--- src/rtl/redcpu_fetch_pkg.sv ---
// Shared types and default widths for the instruction fetch stage.
// Latency: n/a (types and constants only).
// Backpressure: n/a.
package redcpu_fetch_pkg;

    localparam int FETCH_ADDR_W = 8;
    localparam int FETCH_DATA_W = 16;

    typedef enum logic [1:0] {
        S_RST   = 2'd0,
        S_REQ   = 2'd1,
        S_VALID = 2'd2
    } fetch_state_t;

endpackage

--- src/rtl/fetch_prefetch_buf.sv ---
// One-entry prefetch buffer holding the word at pc+1, with hit and invalidate logic.
// Latency: fill visible the cycle after i_fill; hit is combinational on i_adv.
// Backpressure: none; any PC advance consumes (hit) or drops (miss) the entry.
module fetch_prefetch_buf
    import redcpu_fetch_pkg::*;
#(
    parameter int ADDR_W = FETCH_ADDR_W,
    parameter int DATA_W = FETCH_DATA_W
) (
    input  logic              clk,
    input  logic              rst,
    input  logic              i_fill,
    input  logic [ADDR_W-1:0] i_fill_addr,
    input  logic [DATA_W-1:0] i_fill_data,
    input  logic              i_adv,
    input  logic [ADDR_W-1:0] i_next_pc,
    output logic              o_pf_valid,
    output logic [DATA_W-1:0] o_pf_data,
    output logic              o_hit
);

    logic              r_pf_valid;
    logic [ADDR_W-1:0] r_pf_addr;
    logic [DATA_W-1:0] r_pf_data;

    assign o_hit      = i_adv && r_pf_valid && (r_pf_addr == i_next_pc);
    assign o_pf_valid = r_pf_valid;
    assign o_pf_data  = r_pf_data;

    // Entry state: any PC move retires the entry (consumed on hit, stale otherwise)
    always_ff @(posedge clk) begin
        if (!rst) begin
            r_pf_valid <= 1'b0;
            r_pf_addr  <= '0;
            r_pf_data  <= '0;
        end else if (i_adv) begin
            r_pf_valid <= 1'b0;
        end else if (i_fill) begin
            r_pf_valid <= 1'b1;
            r_pf_addr  <= i_fill_addr;
            r_pf_data  <= i_fill_data;
        end
    end

endmodule

--- src/rtl/fetch_unit.sv ---
// Instruction fetch: owns the PC, reads one word per request over a rd/ack bus. Optional FETCH_PREFETCH_EN.
// Latency: RAM_ready rises the cycle after the accepted mem_ack (zero-wait: counter_en t -> ready t+2).
// Backpressure: mem_rd held until mem_ack; stale acks (PC moved) are dropped and the fetch reissued.
module fetch_unit
    import redcpu_fetch_pkg::*;
#(
    parameter int                ADDR_W   = FETCH_ADDR_W,
    parameter int                DATA_W   = FETCH_DATA_W,
    parameter logic [ADDR_W-1:0] RESET_PC = '0
) (
    input  logic              clk,
    input  logic              rst,
    input  logic              counter_en,
    output logic              mem_rd,
    output logic [ADDR_W-1:0] mem_addr,
    input  logic              mem_ack,
    input  logic [DATA_W-1:0] mem_rdata,
    output logic [DATA_W-1:0] instruction,
    output logic              RAM_ready,
    output logic [ADDR_W-1:0] pc
);

    fetch_state_t      r_state, w_state_nxt;
    logic [ADDR_W-1:0] r_pc, w_pc_inc, w_pc_nxt;
    logic [ADDR_W-1:0] r_req_addr, w_req_addr_nxt;
    logic [DATA_W-1:0] r_instr, w_instr_nxt;
    logic              w_mem_rd;
    logic [ADDR_W-1:0] w_mem_addr;
    logic              w_pf_valid;
    logic              w_pf_hit;
    logic [DATA_W-1:0] w_pf_data;

    // Acks are always judged against the PC as it will be after this cycle's advance
    assign w_pc_inc = r_pc + ADDR_W'(1);
    assign w_pc_nxt = counter_en ? w_pc_inc : r_pc;

`ifdef FETCH_PREFETCH_EN
    localparam bit PF_EN = 1'b1;
    logic w_pf_fill;

    // An ack arriving together with an advance is promoted directly instead of buffered
    assign w_pf_fill = (r_state == S_VALID) && w_mem_rd && mem_ack && !counter_en;

    fetch_prefetch_buf #(
        .ADDR_W (ADDR_W),
        .DATA_W (DATA_W)
    ) u_pf (
        .clk         (clk),
        .rst         (rst),
        .i_fill      (w_pf_fill),
        .i_fill_addr (w_pc_inc),
        .i_fill_data (mem_rdata),
        .i_adv       (counter_en),
        .i_next_pc   (w_pc_inc),
        .o_pf_valid  (w_pf_valid),
        .o_pf_data   (w_pf_data),
        .o_hit       (w_pf_hit)
    );
`else
    localparam bit PF_EN = 1'b0;

    assign w_pf_valid = 1'b0;
    assign w_pf_hit   = 1'b0;
    assign w_pf_data  = '0;
`endif

    // State register
    always_ff @(posedge clk) begin
        if (!rst) begin
            r_state <= S_RST;
        end else begin
            r_state <= w_state_nxt;
        end
    end

    // Next state, bus request and datapath updates
    always_comb begin
        w_state_nxt    = r_state;
        w_req_addr_nxt = r_req_addr;
        w_instr_nxt    = r_instr;
        w_mem_rd       = 1'b0;
        w_mem_addr     = r_req_addr;
        case (r_state)
            S_RST: begin
                w_state_nxt    = S_REQ;
                w_req_addr_nxt = w_pc_nxt;
            end
            S_REQ: begin
                w_mem_rd = 1'b1;
                if (mem_ack) begin
                    if (r_req_addr == w_pc_nxt) begin
                        w_instr_nxt = mem_rdata;
                        w_state_nxt = S_VALID;
                    end else begin
                        w_req_addr_nxt = w_pc_nxt;
                    end
                end
            end
            S_VALID: begin
                // With prefetch the idle bus is used to read pc+1 until the buffer holds it
                if (PF_EN) begin
                    w_mem_rd   = !w_pf_valid;
                    w_mem_addr = w_pc_inc;
                end
                if (counter_en) begin
                    if (w_pf_hit) begin
                        w_instr_nxt = w_pf_data;
                    end else if (w_mem_rd && mem_ack) begin
                        w_instr_nxt = mem_rdata;
                    end else begin
                        // An outstanding prefetch already targets pc+1, so mem_addr stays put
                        w_state_nxt    = S_REQ;
                        w_req_addr_nxt = w_pc_inc;
                    end
                end
            end
            default: begin
                w_state_nxt = S_RST;
            end
        endcase
    end

    // PC, request address and instruction registers
    always_ff @(posedge clk) begin
        if (!rst) begin
            r_pc       <= RESET_PC;
            r_req_addr <= RESET_PC;
            r_instr    <= '0;
        end else begin
            r_pc       <= w_pc_nxt;
            r_req_addr <= w_req_addr_nxt;
            r_instr    <= w_instr_nxt;
        end
    end

    assign mem_rd      = w_mem_rd;
    assign mem_addr    = w_mem_addr;
    assign instruction = r_instr;
    assign RAM_ready   = (r_state == S_VALID);
    assign pc          = r_pc;

endmodule

--- config.mk ---
export PLATFORM = sky130hd
export DESIGN_NAME = fetch_unit
export DESIGN_NICKNAME = d
export VERILOG_FILES = /design/src/rtl/redcpu_fetch_pkg.sv /design/src/rtl/fetch_prefetch_buf.sv /design/src/rtl/fetch_unit.sv
export SDC_FILE = /design/constraint.sdc
export NUM_CORES = 1
export LEC_CHECK = 0
export CORE_MARGIN = 2
export CORE_UTILIZATION = 60
export CTS_CLUSTER_SIZE = 14
export DETAILED_ROUTE_END_ITERATION = 8
export DONT_BUFFER_PORTS = 1
export PLACE_DENSITY = 0.76
export REMOVE_ABC_BUFFERS = 1
export SYNTH_ARGS = -nofsm -noshare
export SYNTH_HDL_FRONTEND = slang
export SYNTH_SLANG_ARGS = --single-unit
--- constraint.sdc ---
create_clock -name clk -period 4.88 [get_ports clk]
set_input_delay 1.464 -clock clk [delete_from_list [all_inputs] [get_ports clk]]
set_output_delay 1.464 -clock clk [all_outputs]
set_load 0.005 [all_outputs]
==> results of run 1 <==
## per-stage QoR
step	hold WS (ns)	instances	instance area [sq um]	util, %
after floorplan	0.4677	169	1630	-
after global placement	0.4900	200	1669	61.05
after detailed placement	0.4998	200	1669	61.05
after CTS	0.5158	208	1733	63.39
after global routing	0.5414	208	1733	63.39
final	0.5135	208	1733	63.39
## area by class of cell
cell class                 count  share of cell area, %
inverter                       2                 0.4332
clock inverter                 2                 0.7220
clock buffer                   6                  2.960
tap                           31                  2.238
sequential                    34                  39.28
multi-input combinational    133                  54.37
## cells in the final DEF, fill, tap and decap left out, drive strengths merged, types with 3 or more instances in the layout
master   n
mux2i   23
nand2b   3
a21oi    7
nand2   22
nor2b    3
xnor2   12
a311oi   3
xor2     6
nor2    29
clkbuf   6
dfxtp   34
nor3     4
nand4    5
## layer usage
metal / share of wire, % / wire length (microns) / global-route usage, %
met1: 41 / 1332 / 24.57
met2: 48 / 1542 / 35.88
met3: 9.0 / 293 / 8.705
met4: 2.3 / 76 / 8.970
met5: 0 / 0 / 0
## registers in the layout, indices dropped and copies added (netlist names)
register and cells:
instruction 16, pc 8, r_state 2, mem_addr 8
## worst max-delay path, cell delays in order
cell and delay [ns]:
nand4_2 0.17, xnor2_2 0.21, o22ai_1 0.13, nor4b_4 0.26, nand4b_1 0.94, mux2i_1 0.47
nor2_1 0.07
## synth_stat cells
cell type / number / share of area, %
dfxtp_1: 34 / 39
nor2_1: 28 / 6.1
mux2i_1: 23 / 13
nand2_1: 20 / 4.4
xnor2_1: 11 / 5.6
a21oi_1: 7 / 2.0
xor2_1: 6 / 3.0
clkbuf_1: 5 / 1.1
nor3_1: 4 / 1.2
a311oi_1: 3 / 1.5
buf_6: 3 / 2.0
nand2b_1: 3 / 1.1
nand4_2: 3 / 2.2
nor2b_1: 3 / 1.1
a31oi_1: 2 / 0.73
buf_2: 2 / 0.58
inv_1: 2 / 0.44
nand2_2: 2 / 0.73
nand4_1: 2 / 0.73
nand4b_1: 2 / 1.0
o22ai_1: 2 / 0.73
a41oi_1: 1 / 0.51
and3_1: 1 / 0.36
buf_12: 1 / 1.2
buf_4: 1 / 0.44
clkbuf_2: 1 / 0.29
ha_1: 1 / 0.73
nand3b_1: 1 / 0.44
nor2_2: 1 / 0.36
nor4b_4: 1 / 1.4
o41ai_1: 1 / 0.51
o41ai_2: 1 / 0.94
or2_2: 1 / 0.36
xnor2_2: 1 / 0.94
xnor3_1: 1 / 1.3
xor3_1: 1 / 1.4
## path summary, 6_finish.rpt
path,startpoint,endpoint,slack (ns)
worst max-delay path,counter_en,instruction[6]$_SDFFE_PN0P_,1.36
worst min-delay path,mem_addr[2]$_SDFFE_PN0P_,mem_addr[2]$_SDFFE_PN0P_,0.51
worst max register to register,pc[0]$_SDFF_PN0_,instruction[6]$_SDFFE_PN0P_,1.62
worst min register to register,mem_addr[2]$_SDFFE_PN0P_,mem_addr[2]$_SDFFE_PN0P_,0.51
## power groups by stage
stage          clock network, mW  logic, mW  registers, mW
3_3_place_gp                   0     0.0897          0.320
3_5_place_dp                   0     0.0946          0.321
6_report                   0.164     0.0936          0.314
2_1_floorplan                  0     0.0802          0.316
5_1_grt                    0.178      0.105          0.317
4_1_cts                    0.167     0.0949          0.315
## kinds of logic (layout without fill, tap and decap cells)
family | count (synthesis) | count (layout)
multiplexers | 23 | 23
buffers and inverters | 15 | 10
flip-flops | 34 | 34
AO/OA/AOI/OAI | 17 | 17
AND/OR/NAND/NOR | 72 | 72
XOR/XNOR | 20 | 20
adder cells (fa/ha/maj) | 1 | 1
==> reports/results.ini, run 1 <==
[cells_and_area]
multi_input_area_sq_um = 942.2
layout-drive-gt1-share_pct = 10.17
area_delta_synth_final_pct = 0.4350
fill_cells = 231
final-seq-area_sq_um = 680.7
n_antenna_cell = 0
final_nets = 197

[power]
clkPwrFrac_pct = 28.7
power_leakage_nw = 0.7380
power_switching_share_pct = 28.43
pwr-share-seq_pct = 54.9
p_total_mw = 0.5723
power_density_nw_per_um2 = 330.2
switchingPower_mw = 0.1627
power_frac_comb_pct = 16.4
ir_drop_v = 0.0002497
internal_power_mw = 0.4096

[logic_synthesis]
syn-instance-count = 182
synth_adder_area_share_pct = 0.7252
ys_warn_count = 0
synth_compound_area_share_pct = 6.962
synth.area.mux_share_pct = 13.34
synth_simple_gate_area_share_pct = 21.32
postSynthAreaPerCell_sq_um = 9.480
netlist_area_sq_um = 1725
yosysSeqAreaShare_pct = 39.45
synth-xor-area-share_pct = 12.26
synth-seq-cells = 34
synth_top_family_by_area = simple AND/OR/NAND/NOR gates
synth_cell_types = 36

[setup_path]
worst-r2r-cell-count = 8
arrival_ns = 3.72
required_ns = 5.08
critical_path.endpoint_type = flop
crit_type = input port to flop
startpoint_type = input port
worstPathMaxFanout = 17

[placed_design]
dp_worst_setup_slack_ns = 0.9613
port_buffers = 0
dpl.hpwl_mm = 2.365
gp_congestion = 0.7969

[clocking]
cts_setup_buffers = 0
cts_tree = yes
hold_buffers = 0
post_cts_resize_count = 0
cts.clk_slew.worst_paths_ns = 0.10
clockBufferDepth = 2
cts.htree.levels = 2
numCtsBuffers = 5
clkLatencyLatePin_ns = 0.34
root_buffer = clkbuf_4
cts_sinks = 34

[job]
drv_cap = 0

[sta]
tightest_slew_ns = 1.163
finalSetupTns_ns = 0
min_period_over_period_pct = 72.13
post-route-min-period_ns = 3.520
slew_viol_final = 0
slew-limit-headroom_pct = 22.04
fmax_mhz = 284.1
fin_skew_ns = 0.005770
setup_viol = 0
rsz0062_at_grt = false
layout_setup_ws_ns = 1.360
hold_viol = 0

[grt]
grt_pass1_wl_mm = 5.402
antenna_found_initial = 0
grt_max_degree = 30
overflow = 0
track_usage_pct = 21.57
grt_pass1_vias = 1233

[route]
ant_nets = 0
drtIter0Drc = 61
vias = 1232
wl_mm = 3.244
via_per_inst = 5.923
firstDrtPassIters = 4
routedWlPerCell_microns = 15.60
drc = 0

[floorplanning]
die_w_microns = 57.63
io_pins = 54
rows = 19
die_area_sq_um = 3321
die_h_microns = 57.63
start_util_pct = 63.11
core-area_sq_um = 2734

[worst_hold_path]
hold_depth = 2
hp-class = flop to flop

[run_status]
status = finished, final reports clean

(Power assumes the default switching activity.)
==> inputs of run 2 (changes only) <==
--- a/config.mk
+++ b/config.mk
@@ -5,12 +5,13 @@
 export SDC_FILE = /design/constraint.sdc
 export NUM_CORES = 1
 export LEC_CHECK = 0
+export ABC_AREA = 1
 export CORE_MARGIN = 2
-export CORE_UTILIZATION = 60
+export CORE_UTILIZATION = 56
 export CTS_CLUSTER_SIZE = 14
 export DETAILED_ROUTE_END_ITERATION = 8
 export DONT_BUFFER_PORTS = 1
-export PLACE_DENSITY = 0.76
+export PLACE_DENSITY = 0.74
 export REMOVE_ABC_BUFFERS = 1
 export SYNTH_ARGS = -nofsm -noshare
 export SYNTH_HDL_FRONTEND = slang
==> constraint.sdc (replaced) <==
create_clock -name clk -period 3.2 [get_ports clk]
set_input_delay 0.96 -clock clk [delete_from_list [all_inputs] [get_ports clk]]
set_output_delay 0.96 -clock clk [all_outputs]
set_load 0.005 [all_outputs]
==> reports/results.ini, run 2 <==
[run_status]
status = finished, final reports clean

[sta]
fin_hold_ws_ns = 0.4871
finalSetupTns_ns = 0
setup_viol = 0
post-route-min-period_ns = 2.244
min_period_over_period_pct = 70.13
slew-limit-headroom_pct = 63.27
hold_viol = 0
slew_viol_final = 0
rsz0062_at_grt = false
fin_skew_ns = 0.005233
tightest_slew_ns = 0.5480
fmax_mhz = 445.6
layout_setup_ws_ns = 0.9558

[setup_path]
arrival_ns = 2.46
startpoint_type = input port
critical_path.endpoint_type = flop
worst-r2r-cell-count = 10
worstPathMaxFanout = 17
crit_top_cell = or2_2
crit_buf_inv = 1
slowest_stage = or2_2
critical-path-top-delay-family = simple AND/OR/NAND/NOR gates
worst-path-stages = 10
crit_path_cell_trace = or2_2 > o21ai_1 > or2_2 > nand3_1 > nor2_1 > nand3_2 > inv_4 > nand2_4 > nand2_1 > a21oi_1
max_stage_delay_ns = 0.27
required_ns = 3.41
crit_type = input port to flop

[route]
via_per_inst = 5.367
ant_nets = 0
vias = 1669
routedWlPerCell_microns = 13.43
drtIter0Drc = 122
drc = 0
firstDrtPassIters = 4
wl_mm = 4.176

[clocking]
clkLatencyLatePin_ns = 0.34
cts.htree.levels = 2
hold_buffers = 0
cts_tree = yes
clockBufferDepth = 2
root_buffer = clkbuf_4
numCtsBuffers = 5
cts.clk_slew.worst_paths_ns = 0.10
post_cts_resize_count = 0
cts_setup_buffers = 0
cts_sinks = 34

[logic_synthesis]
ys_warn_count = 0
synth_top_cell_by_area = dfxtp_1
synth-seq-cells = 34
postSynthAreaPerCell_sq_um = 6.924
synth_edf_count = 0
synth_most_common_cell = nand2_1
async_reset_ff_share_pct = 0
yosys-top-cells-area = dfxtp_1, nand2_1, nand3_1
yosys-top-cells-count = nand2_1, nand3_1, dfxtp_1
synth_top_area_share_pct = 36.68
yosysSeqAreaShare_pct = 36.68
synth_cell_types = 29
synth_flop_cell = dfxtp_1
netlist_area_sq_um = 1856
syn-instance-count = 268

[cells_and_area]
final_cell_mix = nand2_1, nand3_1, dfxtp_1, nor2_1, a21oi_1
largest_reg_flops = 16
finalInstanceArea_sq_um = 1909
n_antenna_cell = 0
final_common_cell = nand2_1
final_nets = 288
layout-drive-gt1-share_pct = 14.98
fill_cells = 325
area_delta_synth_final_pct = 2.899

[grt]
track_usage_pct = 24.04
antenna_found_initial = 0
grt_pass1_wl_mm = 6.637
overflow = 0
grt_pass1_vias = 1475
grt_max_degree = 26

[power]
clkPwrFrac_pct = 25.8
power_frac_comb_pct = 18.8
ir_drop_v = 0.0002702
switchingPower_mw = 0.2804
pwr-share-seq_pct = 55.4
power_leakage_nw = 0.7943
power_switching_share_pct = 32.53
internal_power_mw = 0.5816
power_density_nw_per_um2 = 451.5
p_total_mw = 0.8620

[worst_hold_path]
hp-class = flop to flop
hold_depth = 2

[floorplanning]
die_w_microns = 61.56
die_h_microns = 61.56
start_util_pct = 59.80
io_pins = 54
core-area_sq_um = 3103
rows = 20
die_area_sq_um = 3790

[job]
drv_cap = 0

[placed_design]
dpl.hpwl_mm = 3.015
gp_congestion = 0.8789
dp_worst_setup_slack_ns = 0.5986
placed_cell_area_sq_um = 1862
port_buffers = 0

run 2: cell types whose count changed in the layout (fill, tap and decap cells not counted), moves of 4 or more:
cell,before,now
nand2_1,20,76
nand3_1,0,37
mux2i_1,23,0
inv_1,2,20
a21oi_1,7,22
nand3_2,0,12
xnor2_1,11,0
nor2_1,28,22
o21ai_0,0,6
xor2_1,6,1
nor3_1,4,0
run 2: logic make-up after synthesis:
group                    Yosys count  synth area share [%]
AO/OA/AOI/OAI                     33                 9.373
XOR/XNOR                           2                 1.349
adder cells (fa/ha/maj)            1                0.6742
buffers and inverters             34                 8.226
flip-flops                        34                 36.68
AND/OR/NAND/NOR                  164                 43.69
run 2: routing by layer:
metal / vias up / share of wire (%) / wire, microns / track usage [%]
met5: - / 0 / 0 / 0
met4: 0 / 1.2 / 49 / 6.383
met3: 7 / 9.9 / 414 / 10.92
met2: 52 / 45 / 1898 / 37.59
met1: 746 / 43 / 1813 / 30.12
li1: 864 / - / - / -
run 2: worst paths after layout:
path / start / to / slack (ns)
setup / recovery: counter_en / instruction[14]$_SDFFE_PN0P_ / 0.96
hold / removal: instruction[9]$_SDFFE_PN0P_ / instruction[9]$_SDFFE_PN0P_ / 0.49
setup reg to reg: pc[0]$_SDFF_PN0_ / instruction[14]$_SDFFE_PN0P_ / 0.96
hold reg to reg: instruction[9]$_SDFFE_PN0P_ / instruction[9]$_SDFFE_PN0P_ / 0.49
run 2: through the flow:
stage	instances	utilization [%]
floorplan	259	-
global placement	304	60.00
detailed placement	304	60.00
CTS	311	61.53
global route	311	61.53
finish	311	61.53
run 2: worst reg2reg max path: cells and delay by family (launching register included):
family	cells	cell delay (ns)
AOI/OAI and AO/OA	2	0.33
adders and majority gates	1	0.30
buffers and inverters	1	0.20
DFF	1	0.50
and+or+nand+nor	6	0.79
run 2: power by group through the flow:
stage | Combinational [mW] | Sequential [mW] | Clock, mW
2_1_floorplan | 0.132 | 0.479 | 0
3_5_place_dp | 0.161 | 0.487 | 0
6_report | 0.162 | 0.477 | 0.223
5_1_grt | 0.188 | 0.482 | 0.247
4_1_cts | 0.162 | 0.477 | 0.229
3_3_place_gp | 0.159 | 0.487 | 0
run 2: layout make-up:
| class | count | area, sq um | area share [%] |
|---|---|---|---|
| Clock buffer | 5 | 37.54 | 1.966 |
| Multi-Input combinational cell | 200 | 1022 | 53.54 |
| Inverter | 25 | 96.34 | 5.046 |
| Tap cell | 44 | 55.05 | 2.883 |
| Clock inverter | 2 | 10.01 | 0.5242 |
| Timing Repair Buffer | 1 | 7.507 | 0.3932 |
| Sequential cell | 34 | 680.7 | 35.65 |
